--- src/rtl/axi_rd_arbiter.sv ---
// axi_rd_arbiter: shares one AXI read port (AR/R) between m0 (instruction fetch) and m1 (vector load).
// Latency: a request seen in IDLE in cycle N puts ARVALID high in N+1; R beats are routed combinationally.
// Backpressure: ARVALID is held until ARREADY; RREADY follows the granted requester's rready.
//
// Ports:
//   clk, rst_n            clock, asynchronous active-low reset
//   m0_* / m1_*           requester AR inputs, one-cycle arready accept pulse, routed R beats
//   AR* / R*              downstream AXI read address and data channels
//   rid_err               sticky flag: a beat arrived with RID != ARID of the active transaction
//
// Build option: define AXI_RD_ARB_RR_EN for round-robin arbitration between
// simultaneous requests; left undefined, m0 has fixed priority and no
// last-grant history is kept.
module axi_rd_arbiter #(
  parameter int ADDR_W = 32,
  parameter int DATA_W = 32,
  parameter int ID_W   = 2
) (
  input  logic              clk,
  input  logic              rst_n,
  // requester 0 (instruction fetch)
  input  logic [ADDR_W-1:0] m0_araddr,
  input  logic [7:0]        m0_arlen,
  input  logic              m0_arvalid,
  output logic              m0_arready,
  output logic [DATA_W-1:0] m0_rdata,
  output logic [1:0]        m0_rresp,
  output logic              m0_rvalid,
  input  logic              m0_rready,
  // requester 1 (vector load)
  input  logic [ADDR_W-1:0] m1_araddr,
  input  logic [7:0]        m1_arlen,
  input  logic              m1_arvalid,
  output logic              m1_arready,
  output logic [DATA_W-1:0] m1_rdata,
  output logic [1:0]        m1_rresp,
  output logic              m1_rvalid,
  input  logic              m1_rready,
  // downstream AXI read port
  output logic [ADDR_W-1:0] ARADDR,
  output logic [7:0]        ARLEN,
  output logic [2:0]        ARSIZE,
  output logic [2:0]        ARPROT,
  output logic [ID_W-1:0]   ARID,
  output logic              ARVALID,
  input  logic              ARREADY,
  input  logic [DATA_W-1:0] RDATA,
  input  logic [1:0]        RRESP,
  input  logic [ID_W-1:0]   RID,
  input  logic              RVALID,
  output logic              RREADY,
  output logic              rid_err
);

  typedef enum logic [1:0] {
    S_IDLE = 2'd0,
    S_AR   = 2'd1,
    S_R    = 2'd2
  } state_t;

  state_t              state_q, state_d;
  logic [7:0]          cnt_q;
  logic                grant_q;
  logic [ADDR_W-1:0]   araddr_q;
  logic [7:0]          arlen_q;
  logic [ID_W-1:0]     arid_q;
  logic [2:0]          arprot_q;
  logic                rid_err_q;

  logic                any_req;
  logic                accept;
  logic                win;
  logic                ar_hs;
  logic                r_hs;
  logic                last_beat;

  assign any_req = m0_arvalid | m1_arvalid;
  assign accept  = (state_q == S_IDLE) && any_req;

  // Winner index; only meaningful while accept is high.
`ifdef AXI_RD_ARB_RR_EN
  logic last_grant_q;

  always_comb begin
    win = m1_arvalid;
    if (m0_arvalid && m1_arvalid) begin
      // alternate: whoever was not served last goes now
      win = ~last_grant_q;
    end
  end

  always_ff @(posedge clk or negedge rst_n) begin
    if (!rst_n) begin
      last_grant_q <= 1'b1;  // so m0 wins the first contested round
    end else if (r_hs && last_beat) begin
      last_grant_q <= grant_q;
    end
  end
`else
  always_comb begin
    win = ~m0_arvalid;  // m0 always has priority
  end
`endif

  // Accept pulse goes to the winner only, for the single IDLE cycle.
  always_comb begin
    m0_arready = 1'b0;
    m1_arready = 1'b0;
    if (accept) begin
      m0_arready = ~win;
      m1_arready = win;
    end
  end

  // Downstream AR channel straight from registers.
  assign ARVALID = (state_q == S_AR);
  assign ARADDR  = araddr_q;
  assign ARLEN   = arlen_q;
  assign ARID    = arid_q;
  assign ARPROT  = arprot_q;
  assign ARSIZE  = 3'b010;
  assign ar_hs   = ARVALID && ARREADY;

  // R channel routing; nothing leaks through outside the R state.
  always_comb begin
    RREADY    = 1'b0;
    m0_rvalid = 1'b0;
    m1_rvalid = 1'b0;
    m0_rdata  = '0;
    m1_rdata  = '0;
    m0_rresp  = 2'b00;
    m1_rresp  = 2'b00;
    if (state_q == S_R) begin
      if (grant_q) begin
        RREADY    = m1_rready;
        m1_rvalid = RVALID;
        m1_rdata  = RDATA;
        m1_rresp  = RRESP;
      end else begin
        RREADY    = m0_rready;
        m0_rvalid = RVALID;
        m0_rdata  = RDATA;
        m0_rresp  = RRESP;
      end
    end
  end

  assign r_hs      = (state_q == S_R) && RVALID && RREADY;
  assign last_beat = (cnt_q == 8'd0);
  assign rid_err   = rid_err_q;

  // Next-state logic.
  always_comb begin
    state_d = state_q;
    case (state_q)
      S_IDLE: begin
        if (any_req) state_d = S_AR;
      end
      S_AR: begin
        if (ar_hs) state_d = S_R;
      end
      S_R: begin
        if (r_hs && last_beat) state_d = S_IDLE;
      end
      default: state_d = S_IDLE;
    endcase
  end

  always_ff @(posedge clk or negedge rst_n) begin
    if (!rst_n) begin
      state_q <= S_IDLE;
    end else begin
      state_q <= state_d;
    end
  end

  // Request capture, beat counting and ID checking.
  always_ff @(posedge clk or negedge rst_n) begin
    if (!rst_n) begin
      cnt_q     <= 8'd0;
      grant_q   <= 1'b0;
      araddr_q  <= '0;
      arlen_q   <= 8'd0;
      arid_q    <= '0;
      arprot_q  <= 3'b000;
      rid_err_q <= 1'b0;
    end else begin
      if (accept) begin
        grant_q  <= win;
        araddr_q <= win ? m1_araddr : m0_araddr;
        arlen_q  <= win ? m1_arlen  : m0_arlen;
        arid_q   <= ID_W'(win);
        arprot_q <= win ? 3'b000 : 3'b100;  // m0 traffic is instruction fetch
      end
      if (ar_hs) begin
        cnt_q <= arlen_q;
      end
      if (r_hs) begin
        if (!last_beat) cnt_q <= cnt_q - 8'd1;
        // mismatched beat is still delivered and counted, only flagged
        if (RID != arid_q) rid_err_q <= 1'b1;
      end
    end
  end

endmodule
--- config.mk ---
export PLATFORM = sky130hd
export DESIGN_NAME = axi_rd_arbiter
export DESIGN_NICKNAME = d
export VERILOG_FILES = /design/src/rtl/axi_rd_arbiter.sv
export SDC_FILE = /design/constraint.sdc
export NUM_CORES = 1
export LEC_CHECK = 0
export BUFFER_PORTS_ARGS = -buffer_cell sky130_fd_sc_hd__buf_2
export CAP_MARGIN = 5
export CORE_AREA = 3 3 95 97
export DETAILED_ROUTE_END_ITERATION = 8
export DIE_AREA = 0 0 98 100
export PLACE_DENSITY_LB_ADDON = 0.15
export SETUP_SLACK_MARGIN = 0.5
export SKIP_LAST_GASP = 1
export SLEW_MARGIN = 10
export SYNTH_ARGS = -nofsm -noshare
export SYNTH_HDL_FRONTEND = slang
export SYNTH_SLANG_ARGS = --single-unit
--- constraint.sdc ---
create_clock -name clk -period 5 [get_ports clk]
set_clock_uncertainty 0.05 [all_clocks]
set_input_delay 0.5 -clock clk [delete_from_list [all_inputs] [get_ports clk]]
set_output_delay 0.5 -clock clk [all_outputs]
set_load 0.01 [all_outputs]
== Word level (Yosys, flattened, before mapping) ==
Index checks and enable logic that the tools add are counted.

* Flip-flop bits (word level): 55
* Output and inout port bits: 123
* Logic and storage cells: 51
* Input port bits: 124

* Reductions and logical operators: 9
* Bitwise logic cells: 2
* Add/sub/neg operators: 1
* Equality and inequality tests: 6
* Multiplexer cells: 26

{| class="wikitable"
|+ Operators with widths
! operator !! count
|-
| 32-bit 2-to-1 mux || 5
|-
| 8-bit 2-to-1 mux || 4
|-
| 2-bit 2-to-1 mux || 7
|-
| 8-bit logical NOT || 1
|-
| 1-bit 2-to-1 mux || 8
|-
| 8-bit by 1-bit subtractor with 8-bit output, second input constant || 1
|-
| 2-bit one-hot mux with 3 select lines || 1
|-
| 1-bit logical AND || 5
|-
| 2-bit by 1-bit inequality test with 1-bit output, second input constant || 2
|-
| 3-bit 2-to-1 mux || 1
|-
| 3-bit AND reduction || 1
|-
| 2-bit by 1-bit equality test with 1-bit output, second input constant || 1
|-
| 2-bit equality test, second input constant || 1
|-
| 2-bit logical NOT || 1
|-
| 2-bit by 1-bit inequality test with 1-bit output || 1
|-
| 2-bit inequality test, second input constant || 1
|-
| 2-bit AND reduction || 1
|-
| 1-bit NOT || 1
|-
| 1-bit OR || 1
|}

== Logic depth before layout (Yosys ltp) ==
* Depth after elaboration: 6
* Gate-level depth with buffers: 7

== Worst setup path after synthesis ==
No wires, ideal clock.

* Path type: input-to-output
* From: in m0_arvalid
* To: out m1_arready
* Stages: 5
* Data arrival time: 1318 ps
* Required time: 4450 ps
* Slack: 3132 ps
* Cells stage by stage: clkbuf_1 -> o21ai_1 -> buf_2 -> buf_2 -> nor2_1

* Cells in the longest elaborated chain, start to end: 3
* Elaborated cells on any way between the ends: 4

{| class="wikitable"
|+ Ends and longest elaborated chain
! element !! line !! RTL
|-
| start, declared || 24 || <nowiki>input logic m0_arvalid,</nowiki>
|-
| 1-bit OR || 77 || <nowiki>assign any_req = m0_arvalid | m1_arvalid;</nowiki>
|-
| 1-bit logical AND || 78 || <nowiki>assign accept = (state_q == S_IDLE) && any_req;</nowiki>
|-
| 1-bit 2-to-1 mux * || 109 || <nowiki>if (accept) begin</nowiki>
|-
| end, declared || 34 || <nowiki>output logic m1_arready,</nowiki>
|}

Mark *: on every way between the ends. The rest lies on a longest branch, timed or not.

== Final worst setup path ==
* From: in m0_arvalid
* To: out m0_arready

* Cells in the longest elaborated chain, start to end: 3

{| class="wikitable"
|+ Ends and longest elaborated chain
! element !! line !! RTL
|-
| 1-bit OR || 77 ||
|-
| 1-bit logical AND || 78 ||
|-
| 1-bit 2-to-1 mux * || 109 ||
|-
| end, declared || 25 || <nowiki>output logic m0_arready,</nowiki>
|}

Marked as above.

==> summary.md <==
| Metric | Value |
|---|---|
| Max-slew violation count | 0 |
| GR Util met1 | 24.9% |
| Yosys top cell by area | dfrtp_1 |
| Seq/Total Area, Yosys | 42.3% |
| Setup CP Type | input pin to output port |
| Met3 usage | 4.03% |
| Period utilisation layout | 54.5% |
| First DRT Iteration DRCs | about 130 |
| FF-to-FF End | cnt_q[2] |
| Height of the die | 100 um |
| I/O Buffers | 240 |
| Yosys cell types | 42 |
| Reg2Reg Setup Slack | about 2700 ps |
| Root Buffer | clkbuf_8 |
| CTS Buf Count | 5 |
| Worst slew pin tran | 1020 ps |
| Die ar. | between 9000 and 10000 sq um |
| Placed Instance Area | 4340 sq um |
| Grt peak-use layer | met2 |
| TritonRoute pass-1 iters | 4 |
| Number of nets still failing antenna checks after routing | 0 |
| Total grt overflow | 0 |
| Final worst setup slack | approximately 2300 ps |
| Hold-fix buffers at CTS | 0 |
| Placed Cells incl. Taps | 630 |
| CTS tree | done |
| H-Tree Depth | 2 |
| Max-cap violations | 0 |
| Final Hold Vio Count | 0 |
| Initial antenna violation count | 0 |
| Worst VDD drop | 0.000239 V |
| Setup TNS | 0 ps |
| Worst setup EP type | output port |
| Top-count cell post-synth | dfrtp_1 |
| WP data required | 4450 ps |
| Leakage | 0.00252 uW |
| Commonest cells post-synth | dfrtp_1 (53), a221o_1 (40), nor3b_1 (40) |
| Pin count of the biggest net entering global routing | 54 |
| Clk sinks | 53 |
| Global-route wire length before repair | between 15000 and 20000 um |
| Number of global-route vias before repair | 3163 |
| Mapped Avg Cell Area | between 9 and 10 sq um |
| Fmax | between 0.3 and 0.4 GHz |
| Post-synth EDFFs | 0 |
| Initial core utilization | 38.2% |
| Post-CTS Setup Inserts | 0 |
| Met2 GRT Util | a little over a third |
| Status | completed |
| Dpl ws | 2190 ps |
| HP Class | input pin to async pin |
| # diodes | 0 |
| Pwr dens | about 520 nW/um^2 |
| Post-route DRC violation count | 0 |
| Mapped cell area | 3140 sq um |
| Synth warnings | 0 |
| Area share of the largest cell type after synthesis | between 40% and 50% |
| #FFs+latches synth | 53 |
| Final setup fails | 0 |
| Critical-path maximum fanout | 43 |
| Worst Setup Start Kind | input pin |
| Primary FF master, synth | dfrtp_1 |
| CTS resizes | 0 |
| Non-Filler Instances | 638 |
| Worst skew pair latency | 300 ps |
| Fin area | 4450 sq um |
| Reg-to-reg critical path startpoint | grant_q |
| Detailed placement HPWL | 8090 um |
| # IOs | 247 |
| Vias per cell | approximately 5.2 |
| P&R area growth vs syn | 42.1% |
| Buffer depth of the longest clock path | 2 |
| WL final | approximately 11000 um |
| Final GP Congestion | 0.810 |
| Rel. slew slack | a little under a third |
| Nets | about 660 |
| Row count | 33 |
| Die X | 98 um |
| Clock transition at the registers of the reported paths | 100 ps |
| Synthesized instance count | 314 |
| Tmin final | 2730 ps |
| Worst EP arrival | ~2200 ps |
| Async S/R FF share, synth | 100% |
| Detailed-route via count | 3321 |
| Layout cell share with drive strength beyond 1 | 49.7% |
| DR WL/cell | 16.8 um |
| RSZ-0062 raised after global routing | no |
| Core area | 8220 sq um |
| Worst Reg-to-Reg Cells | 4 |
| GRT Total Usage | 20.3% |
| Synth area leaders | dfrtp_1 (42%), a221o_1 (13%), nor3b_1 (9.6%) |
[final cells by class]
type	count	area (sq um)
multi-input cells	224	1630
clock inverters	3	43.8
clock buffers	5	68.8
well taps	105	131
repair buffers	245	1240
fillers	799	3760
inverters	3	11.3
flip-flops and latches	53	1330
[worst max-delay path, stage by stage]
cell and delay (ps):
buf_2 630, and2_1 770, buf_2 260
[worst max-delay path by stage]
stage	from	endpoint	depth (start not counted)
finish	m0_arvalid	m0_arready	3
global route	m0_arvalid	m0_arready	3
CTS	m0_arvalid	m0_arready	3
detailed placement	m0_arvalid	ARADDR[17]	5
global placement	m0_arvalid	ARADDR[10]	5
floorplan	m0_arvalid	m1_arready	5
[cell families (layout without fill, tap and decap cells)]
kind of cell	count (synthesis)	in the layout	share of synthesized area, %
AND/OR/NAND/NOR	157	157	32.6
AO/OA/AOI/OAI	56	56	16.6
flip-flops	53	53	42.3
buffers and inverters	41	256	6.42
adder cells (fa/ha/maj)	2	2	0.798
other	2	6	0.240
multiplexers	2	2	0.798
XOR/XNOR	1	1	0.279
[per-stage QoR]
stage | utilization [%] | total power [uW] | hold WS (ps)
2_1_floorplan | - | 1570 | 154
5_1_grt | 54.2 | 2490 | 302
3_5_place_dp | 52.8 | 2040 | 407
3_3_place_gp | 52.8 | 2000 | 406
4_1_cts | 54.2 | 2340 | 285
6_report | 54.2 | 2320 | 254
[state kept, by name, indices dropped and copies added (netlist names)]
register,cells
cnt_q,8
grant_q,1
rid_err,1
ARPROT,1
ARLEN,8
state_q,2
ARADDR,32
[per-layer routing]
metal	routed length, um	share of wire, %	vias to the layer above
li1	-	-	1593
met1	4360	41	1555
met2	5380	50	157
met3	776	7.2	16
met4	204	1.9	0
met5	0	0	-
[layout by cell type, fill, tap and decap left out, types with 2 or more instances in the layout]
cell      netlist  final
nand2_1         7      7
nand4_1         3      3
nand3_2         3      3
nor2_1          6      6
and3_1         35     35
dfrtp_1        53     53
nor3b_1        40     40
o211ai_1        2      2
a21o_1          2      2
or3_1           2      2
or3_2           3      3
a32oi_1         3      3
and2_1         38     38
buf_2           8    240
o21ai_0         3      3
inv_1           3      3
nand2b_1        2      2
nand3_1         7      7
clkbuf_8        0      5
conb_1          2      6
buf_4           8      5
ha_1            2      2
a221o_1        40     40
nand3b_1        2      2
and3b_1         2      2
nor3_1          2      2
[where the power goes]
group	internal [uW]	switching, uW	leakage, uW
clock	150	144	0.0000585
combinational	555	631	0.00182
sequential	640	198	0.000646
No activity file was read; power rests on OpenSTA's default activity.
